--- src/rtl/moment_accum_if.sv ---
// Sample/result handshake bus for moment_accum.
// master: sample producer and result consumer; slave: the accumulator.
interface moment_accum_if #(
  parameter int unsigned XW  = 8,
  parameter int unsigned YW  = 16,
  parameter int unsigned DEG = 2,
  parameter int unsigned AW  = 32,
  parameter int unsigned CW  = 10
);
  logic                      start;
  logic                      in_valid;
  logic                      in_ready;
  logic                      in_last;
  logic [XW-1:0]             x;
  logic [YW-1:0]             y;
  logic                      out_valid;
  logic                      out_ready;
  logic [(2*DEG+1)*AW-1:0]   sx;
  logic [(DEG+1)*AW-1:0]     sxy;
  logic [CW-1:0]             count;
  logic                      ovf;

  modport master (
    output start, in_valid, in_last, x, y, out_ready,
    input  in_ready, out_valid, sx, sxy, count, ovf
  );

  modport slave (
    input  start, in_valid, in_last, x, y, out_ready,
    output in_ready, out_valid, sx, sxy, count, ovf
  );
endinterface

--- src/rtl/moment_accum.sv ---
// Streaming power-sum accumulator: Sx[k]=sum x^k (k<=2*DEG), Sxy[k]=sum y*x^k (k<=DEG).
// Optional macro MOMENT_SAT_EN: accumulators and count saturate instead of wrapping.
module moment_accum #(
  parameter int unsigned XW  = 8,
  parameter int unsigned YW  = 16,
  parameter int unsigned DEG = 2,
  parameter int unsigned AW  = 32,
  parameter int unsigned CW  = 10
) (
  input  logic           clk,
  input  logic           rst_n,
  moment_accum_if.slave  bus
);

  localparam int unsigned NS  = 2*DEG + 1;
  localparam int unsigned NY  = DEG + 1;
  localparam int unsigned DCW = $clog2(NS + 1);
  // Last sample reaches the top stage after 2*DEG edges and is summed one edge later.
  localparam logic [DCW-1:0] DRAIN_LOAD = DCW'(NS);

  typedef enum logic [1:0] {IDLE, ACCUM, DRAIN, DONE} state_t;

  state_t          state_q;
  logic            in_ready_q;
  logic            out_valid_q;
  logic [DCW-1:0]  drain_q;

  logic            vld_q [NS];
  logic [XW-1:0]   x_q   [NS-1];
  logic [YW-1:0]   y_q   [NY];
  logic [AW-1:0]   p_q   [NS];
  logic [AW-1:0]   p_d   [NS];

  logic [AW-1:0]   sx_q  [NS];
  logic [AW-1:0]   sx_d  [NS];
  logic [AW-1:0]   sxy_q [NY];
  logic [AW-1:0]   sxy_d [NY];
  logic [CW-1:0]   cnt_q, cnt_d;
  logic            ovf_q, ovf_d;

  logic accept;
  logic frame_start;

  assign accept      = bus.in_valid & in_ready_q;
  assign frame_start = (state_q == IDLE) & bus.start;

  function automatic logic [AW:0] acc_add(input logic [AW-1:0] a, input logic [AW-1:0] b);
    logic [AW:0] s;
    s = {1'b0, a} + {1'b0, b};
`ifdef MOMENT_SAT_EN
    if (s[AW]) s[AW-1:0] = '1;
`endif
    return s;
  endfunction

  always_ff @(posedge clk or negedge rst_n) begin
    if (!rst_n) begin
      state_q     <= IDLE;
      in_ready_q  <= 1'b0;
      out_valid_q <= 1'b0;
      drain_q     <= '0;
    end else begin
      case (state_q)
        IDLE: if (bus.start) begin
          state_q    <= ACCUM;
          in_ready_q <= 1'b1;
        end
        ACCUM: if (accept && bus.in_last) begin
          state_q    <= DRAIN;
          in_ready_q <= 1'b0;
          drain_q    <= DRAIN_LOAD;
        end
        DRAIN: begin
          if (drain_q == '0) begin
            state_q     <= DONE;
            out_valid_q <= 1'b1;
          end else begin
            drain_q <= drain_q - 1'b1;
          end
        end
        DONE: if (bus.out_ready) begin
          state_q     <= IDLE;
          out_valid_q <= 1'b0;
        end
        default: begin
          state_q     <= IDLE;
          in_ready_q  <= 1'b0;
          out_valid_q <= 1'b0;
        end
      endcase
    end
  end

  always_comb begin
    logic [AW+XW-1:0] prod;
    prod   = '0;
    p_d[0] = AW'(1);
    for (int unsigned k = 1; k < NS; k++) begin
      prod   = (AW+XW)'(p_q[k-1]) * (AW+XW)'(x_q[k-1]);
      p_d[k] = prod[AW-1:0];
    end
  end

  always_ff @(posedge clk or negedge rst_n) begin
    if (!rst_n) begin
      for (int unsigned k = 0; k < NS; k++) begin
        vld_q[k] <= 1'b0;
        p_q[k]   <= '0;
      end
      for (int unsigned k = 0; k < NS-1; k++) x_q[k] <= '0;
      for (int unsigned k = 0; k < NY; k++)   y_q[k] <= '0;
    end else begin
      vld_q[0] <= accept;
      x_q[0]   <= bus.x;
      y_q[0]   <= bus.y;
      p_q[0]   <= p_d[0];
      for (int unsigned k = 1; k < NS; k++) begin
        vld_q[k] <= vld_q[k-1];
        p_q[k]   <= p_d[k];
      end
      for (int unsigned k = 1; k < NS-1; k++) x_q[k] <= x_q[k-1];
      for (int unsigned k = 1; k < NY; k++)   y_q[k] <= y_q[k-1];
    end
  end

  always_comb begin
    logic [AW:0]      sum;
    logic [AW+YW-1:0] yp;
    logic [CW:0]      csum;
    sx_d  = sx_q;
    sxy_d = sxy_q;
    cnt_d = cnt_q;
    ovf_d = ovf_q;
    sum   = '0;
    yp    = '0;
    csum  = '0;
    if (frame_start) begin
      for (int unsigned k = 0; k < NS; k++) sx_d[k]  = '0;
      for (int unsigned k = 0; k < NY; k++) sxy_d[k] = '0;
      cnt_d = '0;
      ovf_d = 1'b0;
    end else begin
      if (vld_q[0]) begin
        csum = {1'b0, cnt_q} + (CW+1)'(1);
`ifdef MOMENT_SAT_EN
        cnt_d = csum[CW] ? '1 : csum[CW-1:0];
`else
        cnt_d = csum[CW-1:0];
`endif
        ovf_d = ovf_d | csum[CW];
      end
      for (int unsigned k = 0; k < NS; k++) begin
        if (vld_q[k]) begin
          sum     = acc_add(sx_q[k], p_q[k]);
          sx_d[k] = sum[AW-1:0];
          ovf_d   = ovf_d | sum[AW];
        end
      end
      for (int unsigned k = 0; k < NY; k++) begin
        if (vld_q[k]) begin
          yp       = (AW+YW)'(y_q[k]) * (AW+YW)'(p_q[k]);
          sum      = acc_add(sxy_q[k], yp[AW-1:0]);
          sxy_d[k] = sum[AW-1:0];
          ovf_d    = ovf_d | sum[AW];
        end
      end
    end
  end

  always_ff @(posedge clk or negedge rst_n) begin
    if (!rst_n) begin
      for (int unsigned k = 0; k < NS; k++) sx_q[k]  <= '0;
      for (int unsigned k = 0; k < NY; k++) sxy_q[k] <= '0;
      cnt_q <= '0;
      ovf_q <= 1'b0;
    end else begin
      sx_q  <= sx_d;
      sxy_q <= sxy_d;
      cnt_q <= cnt_d;
      ovf_q <= ovf_d;
    end
  end

  assign bus.in_ready  = in_ready_q;
  assign bus.out_valid = out_valid_q;
  assign bus.count     = cnt_q;
  assign bus.ovf       = ovf_q;

  for (genvar g = 0; g < NS; g++) begin : g_sx
    assign bus.sx[g*AW +: AW] = sx_q[g];
  end
  for (genvar g = 0; g < NY; g++) begin : g_sxy
    assign bus.sxy[g*AW +: AW] = sxy_q[g];
  end

endmodule

--- src/flat_wrapper.sv ---
// flat-port wrapper written by rule: the top's interface ports become plain ports
module moment_accum_flat 
#(
  parameter int unsigned XW  = 8,
  parameter int unsigned YW  = 16,
  parameter int unsigned DEG = 2,
  parameter int unsigned AW  = 32,
  parameter int unsigned CW  = 10
)
  (clk, rst_n, bus_start, bus_in_valid, bus_in_last, bus_x, bus_y, bus_out_ready, bus_in_ready, bus_out_valid, bus_sx, bus_sxy, bus_count, bus_ovf);
  moment_accum_if #(.XW(XW), .YW(YW), .DEG(DEG), .AW(AW), .CW(CW)) bus_i ();
  input  logic clk;
  input  logic rst_n;
  input wire logic [$bits(bus_i.start)-1:0] bus_start;
  input wire logic [$bits(bus_i.in_valid)-1:0] bus_in_valid;
  input wire logic [$bits(bus_i.in_last)-1:0] bus_in_last;
  input wire logic [$bits(bus_i.x)-1:0] bus_x;
  input wire logic [$bits(bus_i.y)-1:0] bus_y;
  input wire logic [$bits(bus_i.out_ready)-1:0] bus_out_ready;
  output wire logic [$bits(bus_i.in_ready)-1:0] bus_in_ready;
  output wire logic [$bits(bus_i.out_valid)-1:0] bus_out_valid;
  output wire logic [$bits(bus_i.sx)-1:0] bus_sx;
  output wire logic [$bits(bus_i.sxy)-1:0] bus_sxy;
  output wire logic [$bits(bus_i.count)-1:0] bus_count;
  output wire logic [$bits(bus_i.ovf)-1:0] bus_ovf;
  assign bus_i.start = bus_start;
  assign bus_i.in_valid = bus_in_valid;
  assign bus_i.in_last = bus_in_last;
  assign bus_i.x = bus_x;
  assign bus_i.y = bus_y;
  assign bus_i.out_ready = bus_out_ready;
  assign bus_in_ready = bus_i.in_ready;
  assign bus_out_valid = bus_i.out_valid;
  assign bus_sx = bus_i.sx;
  assign bus_sxy = bus_i.sxy;
  assign bus_count = bus_i.count;
  assign bus_ovf = bus_i.ovf;
  moment_accum #(.XW(XW), .YW(YW), .DEG(DEG), .AW(AW), .CW(CW)) u_core (.clk(clk), .rst_n(rst_n), .bus(bus_i));
endmodule
--- config.mk ---
export PLATFORM = sky130hd
export DESIGN_NAME = moment_accum_flat
export DESIGN_NICKNAME = d
export VERILOG_FILES = /design/src/rtl/moment_accum_if.sv /design/src/rtl/moment_accum.sv /design/src/flat_wrapper.sv
export SDC_FILE = /design/constraint.sdc
export NUM_CORES = 2
export LEC_CHECK = 0
export ABC_CLOCK_PERIOD_IN_PS = 9100
export CORE_MARGIN = 4
export CORE_UTILIZATION = 63
export CTS_BUF_LIST = sky130_fd_sc_hd__clkbuf_8
export CTS_CLUSTER_SIZE = 12
export DETAILED_ROUTE_END_ITERATION = 8
export PLACE_DENSITY = 0.86
export RECOVER_POWER = 25
export SYNTH_ARGS = -nofsm -noshare
export SYNTH_HDL_FRONTEND = slang
export SYNTH_SLANG_ARGS = --single-unit
--- constraint.sdc ---
create_clock -name clk -period 9.1 [get_ports clk]
set_clock_uncertainty 0.05 [all_clocks]
set_input_delay 1.365 -clock clk [delete_from_list [all_inputs] [get_ports clk]]
set_output_delay 1.365 -clock clk [all_outputs]
set_load 0.02 [all_outputs]
# ---- Yosys cells after proc, flatten, opt, wreduce, memory -nomap -nowiden
# Index checks and enable logic that the tools add are counted.
dict set report totals {
  regBits 488
  out_inout_bits 269
}
dict set report op_classes {
  mux 44
  reduce_logical 15
  bitwise 11
  n_mul 7
  n_addsub 10
  eq_ne 8
}
# operator n
set op_table {}
lappend op_table {{32-bit two-way mux} 8}
lappend op_table {{32-bit by 32-bit adder with 33-bit output} 7}
lappend op_table {{160-bit two-way mux} 1}
lappend op_table {{32-bit by 8-bit multiplier with 32-bit output} 3}
lappend op_table {{96-bit two-way mux} 1}
lappend op_table {{16-bit by 32-bit multiplier with 32-bit output} 2}
lappend op_table {{32-bit by 1-bit adder with 33-bit output} 1}
lappend op_table {{1-bit two-way mux} 22}
lappend op_table {{10-bit two-way mux} 2}
lappend op_table {{16-bit by 1-bit multiplier with 17-bit output} 1}
lappend op_table {{2-bit nonzero test} 8}
lappend op_table {{10-bit by 1-bit adder with 11-bit output (second input constant)} 1}
lappend op_table {{1-bit by 8-bit multiplier with 9-bit output} 1}
lappend op_table {{1-bit OR} 9}
lappend op_table {{3-bit AND reduction} 3}
lappend op_table {{2-bit two-way mux} 4}
lappend op_table {{2-bit case mux with 4 select lines} 1}
lappend op_table {{3-bit two-way mux} 2}
lappend op_table {{2-bit != test (second input constant)} 3}
lappend op_table {{3-bit case mux with 2 select lines} 1}
lappend op_table {{2-bit == test (second input constant)} 2}
lappend op_table {{2-bit by 1-bit != test with 1-bit output (second input constant)} 2}
lappend op_table {{1-bit case mux with 2 select lines} 2}
lappend op_table {{4-bit AND reduction} 1}
lappend op_table {{other kinds (6)} 7}

# ---- Depth between registers and ports, before layout
dict set report logic_depth {
  ltp_word 28
  mapped_depth 36
  ltp_nobuf 34
}

# ---- Least setup slack after synthesis
# No wires, ideal clock.
dict set report synth_path {
  kind {flip-flop to flip-flop}
  start {reg u_core.y_q[1] in the netlist's numbering}
  end {reg u_core.ovf_q, in the netlist u_core.bus.ovf}
  t_arrival_ns 7.811
  slack_ns 1.102
  required_ns 8.913
  synth_period_minus_slack_ns 7.998
  path_stages_with_launch 34
  cell_sequence {dfrtp_1 > clkbuf_1 > clkbuf_1 > nand2_1 > fa_1 > fa_1 > inv_1 > fa_1 > fa_1 > fa_1 > inv_1 > fa_1 > inv_1 > ha_1 > nand3_1 > o211ai_1 > a2111oi_0 > nand3_1 > a21oi_1 > o31ai_1 > o311ai_0 > nand2b_1 > a21oi_1 > xnor2_1 > ha_1 > and3_1 > a31oi_1 > o2111ai_1 > a41oi_1 > o211ai_1 > a211o_1 > a311o_1 > a31oi_1 > a31oi_1}
}
dict set report synth_between {
  elab_chain_cells 5
}
# item line_no
set synth_rtl {}
lappend synth_rtl {{start, declared} moment_accum.sv:30} ;# logic [YW-1:0] y_q [NY];
lappend synth_rtl {{16-bit by 32-bit multiplier with 32-bit output} moment_accum.sv:161} ;# yp = (AW+YW)'(y_q[k]) * (AW+YW)'(p_q[k]);
lappend synth_rtl {{32-bit by 32-bit adder with 33-bit output} moment_accum.sv:49} ;# s = {1'b0, a} + {1'b0, b};
lappend synth_rtl {{1-bit OR} moment_accum.sv:164} ;# ovf_d = ovf_d | sum[AW];
lappend synth_rtl {{1-bit two-way mux} moment_accum.sv:160} ;# if (vld_q[k]) begin
lappend synth_rtl {{1-bit two-way mux} moment_accum.sv:137} ;# if (frame_start) begin
lappend synth_rtl {{net u_core.ovf_d} moment_accum.sv:39} ;# logic ovf_q, ovf_d;
lappend synth_rtl {{end signal, assigned} moment_accum.sv:180} ;# ovf_q <= ovf_d;
lappend synth_rtl {{end, declared} moment_accum.sv:39}
# The timed path passes the listed nets, and every way through them passes these cells.
# A chain may end at the register's enable or synchronous reset.

# ---- Worst setup path in the final report
dict set report layout_path {
  start {reg u_core.p_q[74] in the netlist's numbering}
  end {reg u_core.ovf_q, in the netlist u_core.bus.ovf}
}
dict set report layout_between {
  elab_chain_cells 19
}
# item line_no
set layout_rtl {}
lappend layout_rtl {{start, declared} moment_accum.sv:31} ;# logic [AW-1:0] p_q [NS];
lappend layout_rtl {{start signal, assigned by index} moment_accum.sv:119} ;# p_q[k] <= p_d[k];
lappend layout_rtl {{parallel branches: the longest is 17 deep, another holds 32-bit by 32-bit adder with 33-bit output} -}
lappend layout_rtl {{1-bit two-way mux *} moment_accum.sv:160}
lappend layout_rtl {{1-bit two-way mux *} moment_accum.sv:137}
lappend layout_rtl {{net u_core.ovf_d} moment_accum.sv:39}
# Mark *: on every way through the listed nets, which the timed path passes. The select of a mux whose other input is x is not followed.

==> metrics.cfg <==
[synth]
ys_top_cells_by_area=fa_1 (24%), dfrtp_1 (22%), ha_1 (12%)
synth_area_um2=50400
syn_area_per_cell_um2=9.26
synth_top_cell_by_area=fa_1
ys_seq_area_share_pct=22.2
ys.flop_type=dfrtp_1
async_reset_ff_share_pct=100
synthTopCellsByCount=inv_1 (733), nand2_1 (607), fa_1 (594)
ys_warn_count=0
synth_seq_cells=446
synth-edff-count=0
synth_nets=6563
yosysUniqueCellTypes=92
syn_inst=5437
synth.most_common_cell=inv_1
synth_top_area_share_pct=23.6

[global_route]
grt_max_degree=160
grt_pass1_wl_mm=220
antenna_found_initial=2
grt_pass1_vias=41982
grt_overflow=0
gr-usage-all-layers_pct=32.4

[timing]
finalCritPeriodShare_pct=95.1
hold_viol=0
drv_slew=270
report.final.setup_viol=0
period_needed_ns=8.65
relSlewSlack_pct=-213
fmax_mhz=116
tightest_slew_ns=4.69
fin_tns_setup_ns=0
rsz0062_at_grt=false

[placed_design]
routabilityCongestion=0.967
post-place-cells=6649
hpwl_mm=107
port_buffers=298
dpl_cell_area_um2=54300

[routing]
wl_mm=138
drt_pass1_iterations=6
wl_per_cell_um=20.2
vias_per_cell=5.90
drc_errors=0
drt_iter0_markers=3024
ant_nets=0
dr_total_vias=40090

[clock_network]
cts_made_buffers=80
clockBufferDepth=3
clock_latency_ns=0.70
path_clk_slew_ns=0.07
cts_tree=yes
cts_root_buf=clkbuf_8
htreeDepth=3
cts_sinks=446

[floorplanning]
die_h_um=291
core_area_um2=79100
dieArea_um2=84500
start_util_pct=63.6
die_x_um=291
rows=103
io_pins=299

[status]
violations=max-capacitance violations, max-slew violations
status=finished, violations left

[cells_and_area]
drive_above_1_share_pct=4.14
areaGrowthSynthToFinish_pct=11.3
final_cell_area_um2=56000
finalNonFillerCells=6796
nFillCells=5834
nNetsFinal=6808

[setup_path]
crit_top_cell=fa_1
rrSetupSlack_ns=0.45
cp-end-kind=flop
cp_max_fo=16
slowest_delay_ns=0.55
required_ns=9.57
critPathArrivalTime_ns=9.12
crit_path_top_delay_cell=dfrtp_2
start_kind=flop
path_class=flop to flop

[worst_hold_path]
hp-class=flop to flop

[run]
maxCapViolations=5

==> layout by cell type, fill, tap and decap left out, types with 205 or more instances in the layout <==
cell type / count
fa_1: 594
nor2_1: 396
and2_1: 423
dfrtp_1: 426
nand2_1: 606
xnor2_1: 205
inv_1: 753
ha_1: 502
clkdlybuf4s50_1: 270
a21oi_1: 226
==> worst max-delay path, delay by kind of cell, from the launching register on <==
kind / cells / cell delay [ns]
adder cells (fa/ha/maj): 8 / 3.65
AO/OA/AOI/OAI: 16 / 3.28
AND/OR/NAND/NOR: 4 / 0.56
flip-flops: 1 / 0.55
buffers and inverters: 4 / 0.20
XOR/XNOR: 1 / 0.17
==> repair_timing <==
item	CTS	global route
endpoints found under the hold margin	0	0
buffers inserted	0	1
resized for setup	0	27
endpoints found under the setup margin	0	1
hold buffers	0	0
==> metrics by stage <==
stage | utilization (%) | setup slack (ns) | hold WS [ns]
floorplan | - | 1.10 | 0.296
global placement | 68.6 | 0.482 | 0.305
detailed placement | 68.6 | 0.0619 | 0.315
CTS | 70.8 | 0.0571 | 0.331
global route | 70.8 | 0.00683 | 0.343
finish | 70.8 | 0.447 | 0.327
==> registers in the layout, summed over array words and instances (netlist names) <==
name	flops
u_core.bus.sx	160
u_core.y_q	48
u_core.state_q	2
u_core.p_q	87
u_core.bus.ovf	1
u_core.bus.in_ready	1
u_core.bus.sxy	96
u_core.bus.count	10
u_core.drain_q	3
u_core.x_q	32
u_core.bus.out_valid	1
u_core.vld_q	5
==> cells by family (layout without fill, tap and decap cells) <==
kind of cell,count (synthesis),in the layout,share of synthesized area (%)
XOR/XNOR,323,323,5.62
multiplexers,109,109,2.18
flip-flops,446,446,22.2
AND/OR/NAND/NOR,1796,1796,17.3
buffers and inverters,913,1221,6.88
AO/OA/AOI/OAI,753,753,9.80
other,1,2,0.00745
adder cells (fa/ha/maj),1096,1096,36.1
==> per-layer routing <==
metal,GRT usage [%],vias to the layer above,wire (µm)
met3,5.50,489,9380
met5,0,-,0
met4,18.0,0,9210
met1,39.4,19915,51900
li1,-,18048,-
met2,55.0,1638,67100
==> path summary, 6_finish.rpt <==
| kind | startpoint | to | cells past startpoint |
|---|---|---|---|
| worst min-delay path | u_core.y_q[47]$_DFF_PN0_ | u_core.y_q[31]$_DFF_PN0_ | 0 |
| worst max register to register | u_core.p_q[74]$_DFF_PN0_ | u_core.bus.ovf$_DFF_PN0_ | 33 |
| min in group asynchronous | rst_n | u_core.bus.sx[141]$_DFFE_PN0P_ | 1 |
| max in group asynchronous | rst_n | u_core.x_q[6]$_DFF_PN0_ | 2 |
| worst max-delay path | u_core.p_q[74]$_DFF_PN0_ | u_core.bus.ovf$_DFF_PN0_ | 33 |
| worst min register to register | u_core.y_q[47]$_DFF_PN0_ | u_core.y_q[31]$_DFF_PN0_ | 0 |
==> final cells by class <==
class | instances | area (µm²) | area share (%)
clock inverters | 50 | 402 | 0.717
well taps | 1050 | 1310 | 2.34
flip-flops and latches | 446 | 11200 | 20.0
diodes | 1 | 2.50 | 0.00447
inverters | 736 | 2760 | 4.93
repair buffers | 340 | 3310 | 5.91
multi-input cells | 4078 | 35700 | 63.8
clock buffers | 95 | 1310 | 2.33
Power is left out: the tool's default activity adds up to more than one toggle a clock period on the data nets, which glitch-free logic cannot reach.
